--- src/rtl/keypad_pkg.sv ---
// Shared keypad types: debounce FSM states, key code type and reset value.
// Imported by the keypad scanner back-end blocks.
package keypad_pkg;

    typedef enum logic [1:0] {
        IDLE,
        PRESS,
        HELD,
        RELEASE
    } kd_state_t;

    typedef logic [3:0] key_code_t;

    localparam key_code_t KEY_RESET = 4'h0;

endpackage

--- src/rtl/key_debounce_history.sv ---
// Debounces scanner key presses and releases with a cycle counter.
// Keeps a two-deep history of accepted keys and holds the scanner row.
module key_debounce_history
    import keypad_pkg::*;
#(
    parameter int DEBOUNCE_CYCLES = 240000
) (
    input  logic      clk,
    input  logic      reset,
    input  logic      key_valid,
    input  key_code_t key_code,
    output logic      scan_hold,
    output logic      press_pulse,
    output key_code_t key_new,
    output key_code_t key_old
);

    localparam int CW = $clog2(DEBOUNCE_CYCLES);
    localparam logic [CW-1:0] CNT_MAX = CW'(DEBOUNCE_CYCLES - 1);

    kd_state_t     state;
    logic [CW-1:0] cnt;
    key_code_t     cand;

    always_ff @(posedge clk) begin
        if (reset) begin
            state       <= IDLE;
            cnt         <= '0;
            cand        <= KEY_RESET;
            scan_hold   <= 1'b0;
            press_pulse <= 1'b0;
            key_new     <= KEY_RESET;
            key_old     <= KEY_RESET;
        end else begin
            press_pulse <= 1'b0;
            unique case (state)
                IDLE: begin
                    if (key_valid) begin
                        cand      <= key_code;
                        cnt       <= '0;
                        state     <= PRESS;
                        scan_hold <= 1'b1;
                    end
                end
                PRESS: begin
                    // A dropout or a code change restarts qualification.
                    if (!key_valid || key_code != cand) begin
                        cnt       <= '0;
                        state     <= IDLE;
                        scan_hold <= 1'b0;
                    end else if (cnt == CNT_MAX) begin
                        cnt         <= '0;
                        state       <= HELD;
                        key_old     <= key_new;
                        key_new     <= cand;
                        press_pulse <= 1'b1;
                    end else begin
                        cnt <= cnt + 1'b1;
                    end
                end
                HELD: begin
                    if (!key_valid) begin
                        cnt   <= '0;
                        state <= RELEASE;
                    end
                end
                RELEASE: begin
                    if (key_valid) begin
                        cnt   <= '0;
                        state <= HELD;
                    end else if (cnt == CNT_MAX) begin
                        cnt       <= '0;
                        state     <= IDLE;
                        scan_hold <= 1'b0;
                    end else begin
                        cnt <= cnt + 1'b1;
                    end
                end
                default: begin
                    cnt       <= '0;
                    state     <= IDLE;
                    scan_hold <= 1'b0;
                end
            endcase
        end
    end

endmodule

--- config.mk ---
export PLATFORM = sky130hd
export DESIGN_NAME = key_debounce_history
export DESIGN_NICKNAME = d
export VERILOG_FILES = /design/src/rtl/keypad_pkg.sv /design/src/rtl/key_debounce_history.sv
export SDC_FILE = /design/constraint.sdc
export NUM_CORES = 1
export LEC_CHECK = 0
export CORE_MARGIN = 5
export CORE_UTILIZATION = 30
export CTS_CLUSTER_DIAMETER = 40
export DETAILED_ROUTE_END_ITERATION = 8
export GPL_TIMING_DRIVEN = 1
export PLACE_DENSITY_LB_ADDON = 0.25
export RECOVER_POWER = 50
export SLEW_MARGIN = 20
export SYNTH_ARGS = -nofsm -noshare
export SYNTH_HDL_FRONTEND = slang
export SYNTH_SLANG_ARGS = --single-unit
--- constraint.sdc ---
create_clock -name clk -period 2.25 [get_ports clk]
set_input_delay 0.5625 -clock clk [delete_from_list [all_inputs] [get_ports clk]]
set_output_delay 0.5625 -clock clk [all_outputs]
set_load 0.005 [all_outputs]
After elaboration in Yosys (flattened, before gate mapping)
Index checks and enable logic that the tools add are counted.

storage, ports and cells
  logic and storage cells = 51
  bits of input ports = 7
  bits in registers = 34

operators by class
  muxes and demuxes = 19
  bitwise logic cells = 2
  add/sub/neg operators = 1
  equality and inequality tests = 12
  reduce and logical (&&, ||, !) cells = 10

operator list
  operator               number
  $mux 18                5
  $pmux 18 s4            1
  $add 18x1->18 const B  1
  $eq 18x18->1 const B   1
  $mux 2                 6
  $ne 2x2->1 const B     5
  $pmux 2 s4             1
  $ne 3x3->1 const B     2
  $mux 1                 5
  $reduce_and 5->1       1
  $eq 2x2->1 const B     2
  $ne 4x4->1             1
  $reduce_and 2->1       2
  $reduce_and 4->1       1
  $pmux 1 s3             1
  $reduce_and 3->1       1
  $reduce_bool 3->1      1
  $reduce_or 3->1        1
  $eq 2x1->1 const B     1
  $logic_not 2->1        1
  $not 1->1              2
  $logic_not 1->1        1
  $logic_or 1x1->1       1

Depth between registers and ports, before layout
  word-level depth = 4
  mapped depth = 8
  gate-level depth less buffers = 6

Worst setup path after synthesis
OpenSTA, ideal clock, no wires.

  path kind = register to register
  start point = register cnt[0]
  end point = register state[1]
  path buffers = 2
  data arrival time = 1.692 ns
  stages on the path, launching flop included = 8
  slack = 0.440 ns
  period minus slack after synthesis = 1.810 ns
  required time = 2.131 ns
  cells stage by stage = dfxtp_1 > ha_1 > and4_4 > nand4_2 > or2_1 > buf_6 > buf_6 > o221a_2

on the way
  word-level cells in the longest chain between the ends = 3
  elaborated cells between the ends (all ways) = 4
  those cells by class = eq/ne (3); reduce/logical (1)

RTL lines
  element                              line                                                    source
  start, declared                      key_debounce_history.sv:22                              logic [CW-1:0] cnt;
  start signal, assigned               key_debounce_history.sv:58                              cnt <= cnt + 1'b1;
  start signal, assigned               key_debounce_history.sv:76                              cnt <= cnt + 1'b1;
  $eq 18x18->1 *                       key_debounce_history.sv:51, key_debounce_history.sv:71
  $ne 3x3->1 (no source line)          --
  $reduce_and 4->1 (no source line) *  --
  end signal, assigned                 key_debounce_history.sv:53                              state <= HELD;
  end signal, assigned                 key_debounce_history.sv:70                              state <= HELD;
  end signal, assigned                 key_debounce_history.sv:73                              state <= IDLE;
  end, declared                        key_debounce_history.sv:21                              kd_state_t state;

Mark *: on every way between the ends. The rest lies on a longest branch, timed or not.
A chain may end at the register's enable or synchronous reset.

Worst setup path in the final report
  start point = input key_valid
  end point = register cnt[5]

on the way
  word-level cells in the longest chain between the ends = 4
  elaborated cells between the ends (all ways) = 8
  those cells by class = eq/ne (2); mux (3); reduce/logical (3)

RTL lines
  element           line                        source
  start, declared   key_debounce_history.sv:10  input logic key_valid,
  $logic_not 1->1   --
  $logic_or 1x1->1  key_debounce_history.sv:47  if (!key_valid || key_code != cand) begin
  $mux 18           key_debounce_history.sv:47
  $pmux 18 s4       key_debounce_history.sv:36  unique case (state)

Parallel ways exist; a longest one is shown, timed or not.

==> flow_summary.ini <==
[run_status]
status = completed

[power_and_ir_drop]
p_per_area_nw_per_um2 = 547
pwr-share-seq = 0.523
ir_drop_mv = 0.364
p_sw_mw = 0.284
p_leak_nw = 0.733
p_sw_frac = 0.240
finalPower_mw = 1.18
combPwrFrac = 0.075
p_clk_frac = 0.402
intPower_mw = 0.899

[sta]
holdWs_ps = 491
fin_ws_ps = 163
timing.fmax_mhz = 479
tightest_slew_ps = 444
period_minus_slack_ps = 2090
max_slew_margin = 0.703
fin_skew_ps = 3.43
setup_tns_ps = 0
fin_crit_sh = 0.928
finalSetupViolCount = 0
finalHoldViolCount = 0
finalMaxSlewViolations = 0
grt_setup_unrepaired = false

[die]
ios = 17
rows = 28
die_area_um2 = 7540
start_util = 0.304
die-width_um = 86.8
core_area_um2 = 5820
fp.dieH_um = 86.8

[synth]
async_flop_share = 0
synth_area_um2 = 1770
seq_area_frac_synth = 0.384
synth_area_leader_cell = dfxtp_1
netlist_top_cells_area = dfxtp_1 38%, mux2i_1 6.8%, nand3_1 5.1%, nand2_1 4.2%, nor2_1 4.0%
ys_ff_latch = 34
syn_area_per_cell_um2 = 8.55
yosysWarnings = 0
post-synth-top-count-cell = dfxtp_1
synth_edf_count = 0
netlist_instances = 207
ys.flop_type = dfxtp_1
syn_nets = 215
synth.top_cells.by_count = 34 x dfxtp_1, 20 x nand2_1, 19 x nor2_1
synth_top_area_frac = 0.384
ys_types = 47

[min_path]
hold_path.class = reg -> reg
min_to = key_old[2]
hold_start = key_old[2]
hold_depth = 2

[worst_setup_path]
critical-path-top-delay-family = buffers and inverters
reg2reg_slack_ps = 220
reg2reg_to = key_new[2]
end_kind = flop
rr_startpoint = cnt[0]
slowest_delay_ps = 540
worst-path-max-fanout = 18
crit_slowest_cell = dlygate4sd3_1
worst-path-buf-inv = 4
crit_chain = dlygate4sd3_1 > clkbuf_1 > nor2b_1 > clkbuf_4 > nor3_1 > buf_12 > a31oi_1 > a211oi_1
start_kind = input port
cp_data_required_time_ps = 2450
reg2regPathDepth = 7
critical_path_arrival_ps = 2290
crit_type = in -> reg

[route]
drc = 0
vias_per_cell = 5.10
via_count = 1554
first_pass_iters = 4
wl_per_cell_um = 13.3
routed_wl_um = 4060
drt_iter0_drc = 93
ant_nets = 0

[clocking]
cts_sinks = 34
clock-root-buffer = clkbuf_8
h-tree-depth = 2
cts-buffers-inserted = 5
post_cts_resized = 0
postCtsSetupBuffers = 0
cts.reportedPaths.clkPinSlew_ps = 70
postCtsHoldBufs = 0
clock_tree.buffer_depth = 2
clk_latency_ps = 280
cts_tree = built

[finish]
drive_gt1_frac = 0.109
utilization = 0.372
diodes = 0
area_growth_syn_to_layout_pct = 22.3
final_nets = 237

[global_routing]
grt_busiest_layer = met2
grt_use_total = 0.118
use_met1 = 0.153
grt_overflow_total = 0
grtUsageMet2 = 0.183
grt_max_degree = 32
use_met3 = 0.0314
grt_pass1_wl_um = 7110
grt_pass1_vias = 1488
antenna_found_initial = 0

[placed_design]
io_buffers = 16
place.gp.congestion = 0.733
dpl.hpwl_um = 2740
pre_cts_ws_ps = -36.7

[flow_run]
drv_cap = 0
-- power by group through the flow --
stage	clock network, mW	logic [mW]	registers, mW
2_1_floorplan	0	0.0556	0.628
3_3_place_gp	0	0.0937	0.633
3_5_place_dp	0	0.0933	0.633
6_report	0.476	0.0885	0.619
4_1_cts	0.494	0.0938	0.619
5_1_grt	0.525	0.0985	0.620
-- area by class of cell --
| cell class | count | area, µm² |
|---|---|---|
| well taps | 75 | 93.8 |
| repair buffers | 29 | 288 |
| clock buffers | 7 | 86.3 |
| multi-input cells | 155 | 996 |
| flip-flops and latches | 34 | 681 |
| fillers | 617 | 3650 |
| inverters | 4 | 15.0 |
| clock inverters | 1 | 5.00 |
-- metal layers --
layer	share of wire	vias up
met5	0	-
met4	0.013	0
met3	0.026	4
met2	0.45	15
met1	0.52	732
li1	-	803
-- logic make-up after synthesis --
group / Yosys count / synth area share
xor+xnor: 10 / 0.0495
buf+inv: 18 / 0.0537
simple gates: 100 / 0.310
mux: 12 / 0.0678
compound gates: 32 / 0.127
flops: 34 / 0.384
fa+ha+maj: 1 / 0.00707
-- cells in the final DEF (no fill, tap or decap), types with 7 or more instances in the layout --
cell type,count
dlygate4sd3_1,11
a31oi_1,7
nor2_1,19
a21oi_1,10
buf_4,7
nor3_1,7
mux2i_1,12
nand3_1,18
nand2_1,20
xnor2_1,8
dfxtp_1,34
-- worst reg2reg max path: cells and delay by family, from the launching register on --
kind	cells	cell delay, ps
flip-flops	1	390
AND/OR/NAND/NOR	4	830
buffers and inverters	1	250
multiplexers	1	220
adder cells (fa/ha/maj)	1	240
-- metrics by stage --
step           instance area [µm²]  instances
5_1_grt                       2160        305
2_1_floorplan                 1770        207
3_5_place_dp                  2090        297
4_1_cts                       2180        305
3_3_place_gp                  2090        297
6_report                      2160        305
-- sequential cells by signal, indices dropped and copies added, names as in the netlist --
name	flops
press_pulse	1
key_new	4
scan_hold	1
cnt	18
cand	4
state	2
key_old	4
-- how the worst max path moves through the flow --
stage	slack, ps	start	cells past startpoint	endpoint
after detailed placement	-40	key_code[2]	7	key_new[2]
final	160	key_valid	8	cnt[5]
after floorplan	440	cnt[0]	7	state[1]
after CTS	190	cnt[0]	7	key_new[2]
after global routing	20	key_valid	8	cnt[5]
after global placement	2	key_code[0]	7	key_new[2]
No activity file was read; power rests on OpenSTA's default activity.
